==> src/rtl/mccoy_pkg.sv <==
// Shared opcode encodings and helpers for the parametrised McCoy accumulator core.
package mccoy_pkg;

  localparam logic [2:0] OP_BEZ = 3'b000;
  localparam logic [2:0] OP_LI  = 3'b001;
  localparam logic [2:0] OP_JA  = 3'b010;
  localparam logic [2:0] OP_ADD = 3'b011;
  localparam logic [2:0] OP_LR  = 3'b100;
  localparam logic [2:0] OP_SUB = 3'b101;
  localparam logic [2:0] OP_SR  = 3'b110;
  localparam logic [2:0] OP_OUT = 3'b111;

  // Sign-extend the low 'w' bits of 'v' to 32 bits; callers truncate to their width.
  function automatic logic [31:0] sext(input logic [31:0] v, input int unsigned w);
    logic signed [31:0] t;
    t = signed'(v << (32 - w));
    return 32'(t >>> (32 - w));
  endfunction

endpackage

==> src/rtl/mccoy_regfile.sv <==
// General-purpose register file: one write port, one asynchronous read port.
module mccoy_regfile #(
  parameter int unsigned DATA_W = 8,
  parameter int unsigned NREGS  = 4,
  parameter int unsigned ADDR_W = 2
) (
  input  logic              clk_i,
  input  logic              rst_ni,
  input  logic              we_i,
  input  logic [ADDR_W-1:0] waddr_i,
  input  logic [DATA_W-1:0] wdata_i,
  input  logic [ADDR_W-1:0] raddr_i,
  output logic [DATA_W-1:0] rdata_o
);

  logic [DATA_W-1:0] regs_q [NREGS];

  always_ff @(posedge clk_i or negedge rst_ni) begin
    if (!rst_ni) begin
      for (int i = 0; i < int'(NREGS); i++) regs_q[i] <= '0;
    end else if (we_i) begin
      regs_q[waddr_i] <= wdata_i;
    end
  end

  assign rdata_o = regs_q[raddr_i];

endmodule

==> src/rtl/mccoy_param_core.sv <==
// Single-cycle accumulator CPU executing one externally supplied instruction per clock.
module mccoy_param_core
  import mccoy_pkg::*;
#(
  parameter int unsigned DATA_W = 8,
  parameter int unsigned NREGS  = 4,
  parameter int unsigned IMM_W  = 3,
  parameter int unsigned PC_W   = 8
) (
  input  logic              clk_i,
  input  logic              rst_ni,
  input  logic [IMM_W+2:0]  instr_i,
  input  logic              instr_valid_i,
  output logic [PC_W-1:0]   pc_o,
  output logic [DATA_W-1:0] acc_o,
  output logic              carry_o,
  output logic [DATA_W-1:0] out_data_o,
  output logic              out_valid_o
);

  localparam int unsigned RegW = (NREGS > 1) ? $clog2(NREGS) : 1;

  logic [PC_W-1:0]   pc_q, pc_d;
  logic [DATA_W-1:0] acc_q, acc_d;
  logic              carry_q, carry_d;
  logic [DATA_W-1:0] out_data_q, out_data_d;
  logic              out_valid_q, out_valid_d;

  logic [2:0]             op;
  logic [IMM_W-1:0]       arg;
  logic [RegW-1:0]        ridx;
  logic [31:0]            imm32;
  logic [DATA_W-1:0]      rdata;
  logic [DATA_W:0]        sum, diff;
  logic [PC_W+DATA_W-1:0] acc_ext;
  logic                   rf_we;

  assign op      = instr_i[2:0];
  assign arg     = instr_i[IMM_W+2:3];
  assign ridx    = arg[RegW-1:0];
  assign imm32   = sext(32'(arg), IMM_W);
  assign sum     = {1'b0, acc_q} + {1'b0, rdata};
  // Top bit of the widened difference is the borrow, i.e. x[r] > acc unsigned.
  assign diff    = {1'b0, acc_q} - {1'b0, rdata};
  assign acc_ext = {{PC_W{1'b0}}, acc_q};

  mccoy_regfile #(
    .DATA_W (DATA_W),
    .NREGS  (NREGS),
    .ADDR_W (RegW)
  ) u_regfile (
    .clk_i   (clk_i),
    .rst_ni  (rst_ni),
    .we_i    (rf_we),
    .waddr_i (ridx),
    .wdata_i (acc_q),
    .raddr_i (ridx),
    .rdata_o (rdata)
  );

  always_comb begin
    pc_d        = pc_q;
    acc_d       = acc_q;
    carry_d     = carry_q;
    out_data_d  = out_data_q;
    out_valid_d = 1'b0;
    rf_we       = 1'b0;
    if (instr_valid_i) begin
      pc_d = pc_q + PC_W'(1);
      unique case (op)
        OP_BEZ: if (acc_q == '0) pc_d = pc_q + imm32[PC_W-1:0];
        OP_LI:  acc_d = imm32[DATA_W-1:0];
        OP_JA:  pc_d = acc_ext[PC_W-1:0];
        OP_ADD: {carry_d, acc_d} = sum;
        OP_LR:  acc_d = rdata;
        OP_SUB: {carry_d, acc_d} = diff;
        OP_SR:  rf_we = 1'b1;
        OP_OUT: begin
          out_data_d  = acc_q;
          out_valid_d = 1'b1;
        end
        default: ;
      endcase
    end
  end

  always_ff @(posedge clk_i or negedge rst_ni) begin
    if (!rst_ni) begin
      pc_q        <= '0;
      acc_q       <= '0;
      carry_q     <= 1'b0;
      out_data_q  <= '0;
      out_valid_q <= 1'b0;
    end else begin
      pc_q        <= pc_d;
      acc_q       <= acc_d;
      carry_q     <= carry_d;
      out_data_q  <= out_data_d;
      out_valid_q <= out_valid_d;
    end
  end

  assign pc_o        = pc_q;
  assign acc_o       = acc_q;
  assign carry_o     = carry_q;
  assign out_data_o  = out_data_q;
  assign out_valid_o = out_valid_q;

endmodule
==> config.mk <==
export PLATFORM = sky130hd
export DESIGN_NAME = mccoy_param_core
export DESIGN_NICKNAME = d
export VERILOG_FILES = /design/src/rtl/mccoy_pkg.sv /design/src/rtl/mccoy_regfile.sv /design/src/rtl/mccoy_param_core.sv
export SDC_FILE = /design/constraint.sdc
export NUM_CORES = 1
export LEC_CHECK = 0
export CORE_MARGIN = 2
export CORE_UTILIZATION = 45
export DETAILED_ROUTE_END_ITERATION = 12
export GPL_ROUTABILITY_DRIVEN = 0
export SYNTH_ARGS = -nofsm -noshare
export SYNTH_HDL_FRONTEND = slang
export SYNTH_SLANG_ARGS = --single-unit
export TNS_END_PERCENT = 50
==> constraint.sdc <==
create_clock -name clk_i -period 2.8 [get_ports clk_i]
set_input_delay 0.56 -clock clk_i [delete_from_list [all_inputs] [get_ports clk_i]]
set_output_delay 0.56 -clock clk_i [all_outputs]
set_load 0.03 [all_outputs]
==> out/metrics.yaml, run 1 <==
timing:
  drv_slew: 0
  max_slew.worst_pin.slew_ns: 0.754
  finalSetupViolations: 0
  relSlewSlack_pct: 49.7
  max_freq_mhz: 372
  fin_ws_ns: 0.110
  fin_worst_skew_ns: 0.00741
  finalCriticalPeriod_ns: 2.69
  finalHoldViolCount: 0
  rsz0062_at_grt: "true"
  fin_crit_sh_pct: 96.1
worst_hold_path:
  hold_class: "in2async"
clocking:
  htreeDepth: 3
  cts.sinks: 58
  cts-root-buf: "clkbuf_8"
  max-clock-path-buffers: 2
  clk_pin_slew_ns: 0.07
  cts_tree: "done"
  insertion_delay_ns: 0.34
  numCtsBuffers: 9
routing:
  ant_nets: 0
  drc: 0
  routed_wirelength_mm: 10.6
  avgViaCountPerCell: 5.69
  vias: 3377
  drt-pass1-iter-count: 4
  drtIter0Drc: 212
  detail_route.wl_per_cell_um: 17.9
setup_path:
  reg2reg_from: "u_regfile.regs_q[2]$_DFFE_PN0P_"
  r2r_cells: 8
  rr_endpoint: "acc_o[7]$_DFFE_PN0P_"
  critPathKind: "in2reg"
  crit_arrival_ns: 2.92
  cp-end-kind: "flop"
  required_ns: 3.03
  cp_max_fo: 5
  ff2ff_setup_slack_ns: 0.33
  cp-start-kind: "input port"
yosys:
  synth-edff-count: 0
  yosys.area.top_type: "dfrtp_1"
  ys_ff_latch: 58
  syn-num-nets: 439
  ys_top_cells_by_area: "dfrtp_1 37%, mux2_2 8.6%, ha_1 8.2%, mux4_2 4.6%, nand2_1 4.3%"
  synth_commonest_cells: "58 x dfrtp_1, 45 x nand2_1, 30 x mux2_2, 26 x ha_1, 25 x inv_1"
  async_flop_share_pct: 100
  synth.avg_cell_area_um2: 9.84
  ys.flop_type: "dfrtp_1"
  yosys.cell_types.count: 61
  synth_area_mm2: 0.00395
  synth_top_area_share_pct: 36.8
  synth_seq_area_share_pct: 36.8
  yosysMostFrequentCell: "dfrtp_1"
  syn_inst: 401
  yosysWarningCount: 0
floorplanning:
  fp.dieArea_mm2: 0.00953
  die_w_um: 97.6
  start_util_pct: 45.9
  fp-row-count: 34
  core_mm2: 0.00859
  die_h_um: 97.6
  io_pins: 35
place:
  port_buffers: 34
  place_hpwl_mm: 7.64
  post-place-ws_ns: -0.656
  place_inst: 576
layout:
  insertedDiodeCount: 0
  syn2layout_area_growth_pct: 28.7
  final_layout_size_suffix_gt1_share_pct: 27.4
  fin_cells: 594
  nets: 520
grt:
  antenna_found_initial: 0
  grt_max_degree: 59
  grt_first_pass_wirelength_mm: 17.1
  grt_pass1_vias: 3283
  gr-total-overflow: 0
  track_usage_pct: 22.7
job:
  maxCapViolations: 0
power_and_ir_drop:
  power_leakage_nw: 2.26
  peakVddDrop_v: 0.000419
  power_density_mw_per_mm2: 846
run_status:
  status: "finished, final reports clean"
final cells by class:
cell class	count	area (µm²)
multi-input cells	300	2410
flip-flops and latches	58	1450
clock buffers	9	124
fillers	754	3520
clock inverters	6	82.6
well taps	108	135
inverters	26	97.6
repair buffers	87	776
worst max-delay path, cell delays in order:
cell and delay (ns):
dlygate4sd2_1 0.20, buf_6 0.14, mux4_2 0.53, inv_2 0.10, ha_1 0.24, nand2b_4 0.15, a221oi_2 0.31, o22ai_2 0.11
a31o_2 0.24, o32a_1 0.33
per-stage QoR:
step	hold WS (ns)	setup TNS, ns	power, mW	area (µm²)	util, %
2_1_floorplan	0.264	0	2.54	3950	-
3_3_place_gp	0.458	-4.46	3.28	4750	55.2
3_5_place_dp	0.462	-4.76	3.32	4750	55.2
4_1_cts	0.398	0	4.26	5040	58.6
5_1_grt	0.442	-0.0157	4.58	5080	59.1
6_report	0.366	0	4.30	5080	59.1
report_power, final:
part / internal (mW) / switching (mW)
logic: 1.07 / 1.09
registers: 1.06 / 0.237
clock network: 0.491 / 0.346
routing by layer:
| layer | GRT usage, % | up-vias | wire length [µm] |
|---|---|---|---|
| met4 | 5.34 | 0 | 97 |
| met2 | 36.6 | 90 | 5130 |
| met5 | 0 | - | 0 |
| met3 | 4.17 | 9 | 442 |
| li1 | - | 1610 | - |
| met1 | 31.9 | 1668 | 4970 |
worst max path at each step:
| stage | start | cells after the start | slack, ns | to |
|---|---|---|---|---|
| after floorplan | instr_i[3] | 9 | 0.002 | acc_o[7]$_DFFE_PN0P_ |
| after global placement | instr_i[3] | 10 | -0.64 | acc_o[7]$_DFFE_PN0P_ |
| after detailed placement | instr_i[3] | 10 | -0.66 | acc_o[7]$_DFFE_PN0P_ |
| after CTS | instr_i[3] | 12 | 0.03 | carry_o$_DFFE_PN0P_ |
| after global routing | instr_i[3] | 11 | -0.01 | acc_o[7]$_DFFE_PN0P_ |
| final | instr_i[3] | 10 | 0.11 | acc_o[7]$_DFFE_PN0P_ |
sequential cells by signal (all words and copies together) (netlist names):
| name | cells |
|---|---|
| acc_o | 8 |
| carry_o | 1 |
| out_data_o | 8 |
| out_valid_o | 1 |
| pc_o | 8 |
| u_regfile.regs_q | 32 |
cells by family (layout without fill, tap and decap cells):
family                     count (synthesis)  in the layout  synth area share, %
and+or+nand+nor                          113            113                 14.6
AOI/OAI and AO/OA                         98             98                 16.1
DFF                                       58             58                 36.8
muxes                                     44             44                 14.7
buffers and inverters                     43            128                 4.54
adders and majority gates                 29             29                 9.77
xor gates and xnor gates                  16             16                 3.55
placed cells by master, fill, tap and decap left out, types with 3 or more instances in the layout:
cell type        netlist  layout
nor4_2                 3       4
mux2i_1                6       6
mux4_2                 8       8
clkdlybuf4s50_1        0      31
nand2b_1               5       4
a211oi_1               3       3
nand2_1               45      45
a21oi_1               23      21
xor2_1                 9       9
clkbuf_8               0       9
nand3_1                8       8
inv_2                  1       4
inv_1                 25      22
o211ai_1               3       3
o22ai_1                6       5
and3_1                 4       4
nor2b_1                5       4
dfrtp_1               58      58
buf_4                  0      48
o221ai_1               4       4
ha_1                  26      22
buf_12                 0       3
a31oi_1                4       4
xnor2_1                7       7
clkinv_2               0       3
mux2_2                30      30
o21a_1                 7       7
o21ai_0               22      20
ha_4                   0       4
nor2_1                21      21
or3_1                  5       5
o21ai_1                2       4
repair_timing:
action                                  4_1_cts  5_1_grt
buffers inserted                              2        1
pin swaps                                    10       10
endpoints found under the setup margin        7        3
gates resized for setup                      18        9
hold buffers                                  0        0
Power figures use the tool's default switching activity.
==> inputs of run 2 (changes only) <==
Settings changed: CORE_UTILIZATION 45 to 48, PLACE_DENSITY set to 0.68.
Clock period 2.8 ns to 2.9 ns, I/O delays scaled along.
==> run 2 against run 1 <==
Worst setup slack improved by 0.16 ns. Hold slack got worse by 0.0069 ns. Wire length decreased by 4.7%. Clock-buffer cell count increased by 1. Die area decreased by 6.0%. Final cell count decreased by 1.9%. First-iteration DRC count increased by 4.2%. Design area decreased by 3.4%. Clock skew increased by 0.0025 ns. Clock power increased by 2%. Critical path type unchanged. Highest routed layer unchanged.
==> out/metrics.yaml, run 2 (synthesized netlist as in run 1, its figures left out) <==
run_status:
  status: "finished, final reports clean"  # unchanged
routing:
  ant_nets: 0  # unchanged
  drtIter0Drc: 221  # was 212
  drt-pass1-iter-count: 4  # unchanged
  detail_route.wl_per_cell_um: 17.4  # was 17.9 µm
  drc: 0  # unchanged
  avgViaCountPerCell: 5.75  # was 5.69
  vias: 3353  # was 3377
  routed_wirelength_mm: 10.1  # was 10.6 mm
layout:
  fin_area_mm2: 0.00491  # was 0.00508 mm²
  fin_cells: 583  # was 594
  insertedDiodeCount: 0  # unchanged
  fillCellCount: 692  # was 754
  syn2layout_area_growth_pct: 24.4  # was 28.7%
  final_cell_mix: "58 x dfrtp_1, 45 x nand2_1, 44 x buf_4, 31 x clkdlybuf4s50_1, 30 x mux2_2"  # was 58 x dfrtp_1, 48 x buf_4, 45 x nand2_1, 31 x clkdlybuf4s50_1, 30 x mux2_2
  largest_reg_flops: 32  # unchanged
  nets: 512  # was 520
  layout_commonest_cell: "dfrtp_1"  # unchanged
  final_layout_size_suffix_gt1_share_pct: 23.4  # was 27.4%
  regMostFlops: "u_regfile.regs_q"  # unchanged
grt:
  grt_first_pass_wirelength_mm: 16.8  # was 17.1 mm
  antenna_found_initial: 0  # unchanged
  grt_max_degree: 39  # was 59
  gr-total-overflow: 0  # unchanged
  track_usage_pct: 24.6  # was 22.7%
  grt_pass1_vias: 3361  # was 3283
timing:
  max_slew.worst_pin.slew_ns: 0.909  # was 0.754 ns
  relSlewSlack_pct: 39.4  # was 49.7%
  finalCriticalPeriod_ns: 2.63
  fin_crit_sh_pct: 90.8
  finalSetupViolations: 0  # unchanged
  finalHoldViolCount: 0  # unchanged
  drv_slew: 0  # unchanged
  fin_worst_skew_ns: 0.00993  # was 0.00741 ns
  rsz0062_at_grt: "false"  # was true
  max_freq_mhz: 380
setup_path:
  r2r_cells: 9  # was 8
  critPathKind: "in2reg"  # unchanged
  ff2ff_setup_slack_ns: 0.40  # was 0.33 ns
  reg2reg_from: "u_regfile.regs_q[1]$_DFFE_PN0P_"  # was u_regfile.regs_q[2]$_DFFE_PN0P_
  cp-end-kind: "flop"  # unchanged
  required_ns: 3.16  # was 3.03 ns
  crit_path_start: "instr_i[3]"  # unchanged
  crit_arrival_ns: 2.89  # was 2.92 ns
  crit_path_end: "carry_o$_DFFE_PN0P_"  # was acc_o[7]$_DFFE_PN0P_
  rr_endpoint: "acc_o[7]$_DFFE_PN0P_"  # unchanged
  cp-start-kind: "input port"  # unchanged
  cp_max_fo: 6  # was 5
power_and_ir_drop:
  peakVddDrop_v: 0.000389  # was 0.000419 V
  power_density_mw_per_mm2: 834  # was 846 mW/mm²
  power_leakage_nw: 2.21  # was 2.26 nW
clocking:
  insertion_delay_ns: 0.34  # about the same
  htreeDepth: 3  # unchanged
  clk_pin_slew_ns: 0.07  # about the same
  cts_tree: "done"  # unchanged
  cts.sinks: 58  # unchanged
  max-clock-path-buffers: 2  # unchanged
  cts-root-buf: "clkbuf_8"  # unchanged
  numCtsBuffers: 9  # unchanged
  post-cts-setup-buffers: 0  # was 2
place:
  place_inst: 568  # was 576
  place_area_mm2: 0.00468  # was 0.00475 mm²
  port_buffers: 34  # unchanged
  place_hpwl_mm: 7.41  # was 7.64 mm
floorplanning:
  fp.dieArea_mm2: 0.00896  # was 0.00953 mm²
  core_mm2: 0.00809  # was 0.00859 mm²
  start_util_pct: 48.7  # was 45.9%
  io_pins: 35  # unchanged
  fp-row-count: 33  # was 34
  die_h_um: 94.7  # was 97.6 µm
  die_w_um: 94.7  # was 97.6 µm
job:
  maxCapViolations: 0  # unchanged
worst_hold_path:
  hold_class: "in2async"  # unchanged
[run 2: cell types whose count changed in the layout (fill, tap and decap cells not counted), sizes merged]
cell	delta
buf	-8
clkinvlp	-1
clkbuf	+2
dlygate4sd2	-2
dlymetal6s2s	+1
[run 2: layer usage]
metal	track usage (%)	wire (µm)
met5	0	0
met4	10.3	290
met3	4.71	532
met2	36.7	4570
met1	35.0	4760
[run 2: worst max-delay path: stages]
cell and delay [ns]:
clkbuf_2 0.14, buf_12 0.14, mux4_2 0.50, inv_1 0.08, ha_1 0.29, nor2b_1 0.18
o31a_1 0.26, o21a_1 0.20, o21ai_1 0.16, a21oi_1 0.10, nor4_2 0.25
[run 2: worst min-delay path by stage]
stage,start,endpoint,slack [ns],depth (start not counted)
after floorplan,rst_ni,acc_o[0]$_DFFE_PN0P_,0.28,0
after global placement,out_data_o[6]$_DFFE_PN0P_,out_data_o[6]$_DFFE_PN0P_,0.46,2
after detailed placement,out_data_o[7]$_DFFE_PN0P_,out_data_o[7]$_DFFE_PN0P_,0.46,2
after CTS,rst_ni,u_regfile.regs_q[4]$_DFFE_PN0P_,0.39,1
after global routing,rst_ni,u_regfile.regs_q[4]$_DFFE_PN0P_,0.42,1
final,rst_ni,u_regfile.regs_q[4]$_DFFE_PN0P_,0.36,1
[run 2: layout make-up]
type                    count  area [µm²]  area share [%]
flip-flops and latches     58        1450            29.6
well taps                 105         131            2.68
multi-input cells         300        2330            47.4
clock inverters             5        78.8            1.61
inverters                  26        97.6            1.99
clock buffers              10         138            2.80
repair buffers             79         683            13.9
[run 2: report_power, final]
part | leakage [nW] | internal, mW | switching [mW]
Clock | 0.112 | 0.501 | 0.352
Combinational | 1.38 | 0.963 | 1.01
Sequential | 0.718 | 1.03 | 0.244
Total | 2.21 | 2.49 | 1.60
[run 2: through the flow]
stage | worst slack [ns] | hold slack [ns] | power, mW | TNS [ns] | utilization [%]
floorplan | 0.0821 | 0.284 | 2.46 | 0 | -
global placement | -0.506 | 0.458 | 3.16 | -3.04 | 57.8
detailed placement | -0.563 | 0.462 | 3.21 | -3.42 | 57.8
CTS | 0.0253 | 0.394 | 4.09 | 0 | 60.6
global route | 0.118 | 0.423 | 4.35 | 0 | 60.6
finish | 0.267 | 0.359 | 4.09 | 0 | 60.6
[run 2: timing repair]
item | CTS | global route
hold buffers | 0 | 0
resized for setup | 2 | 4
setup endpoints to repair | 6 | 4
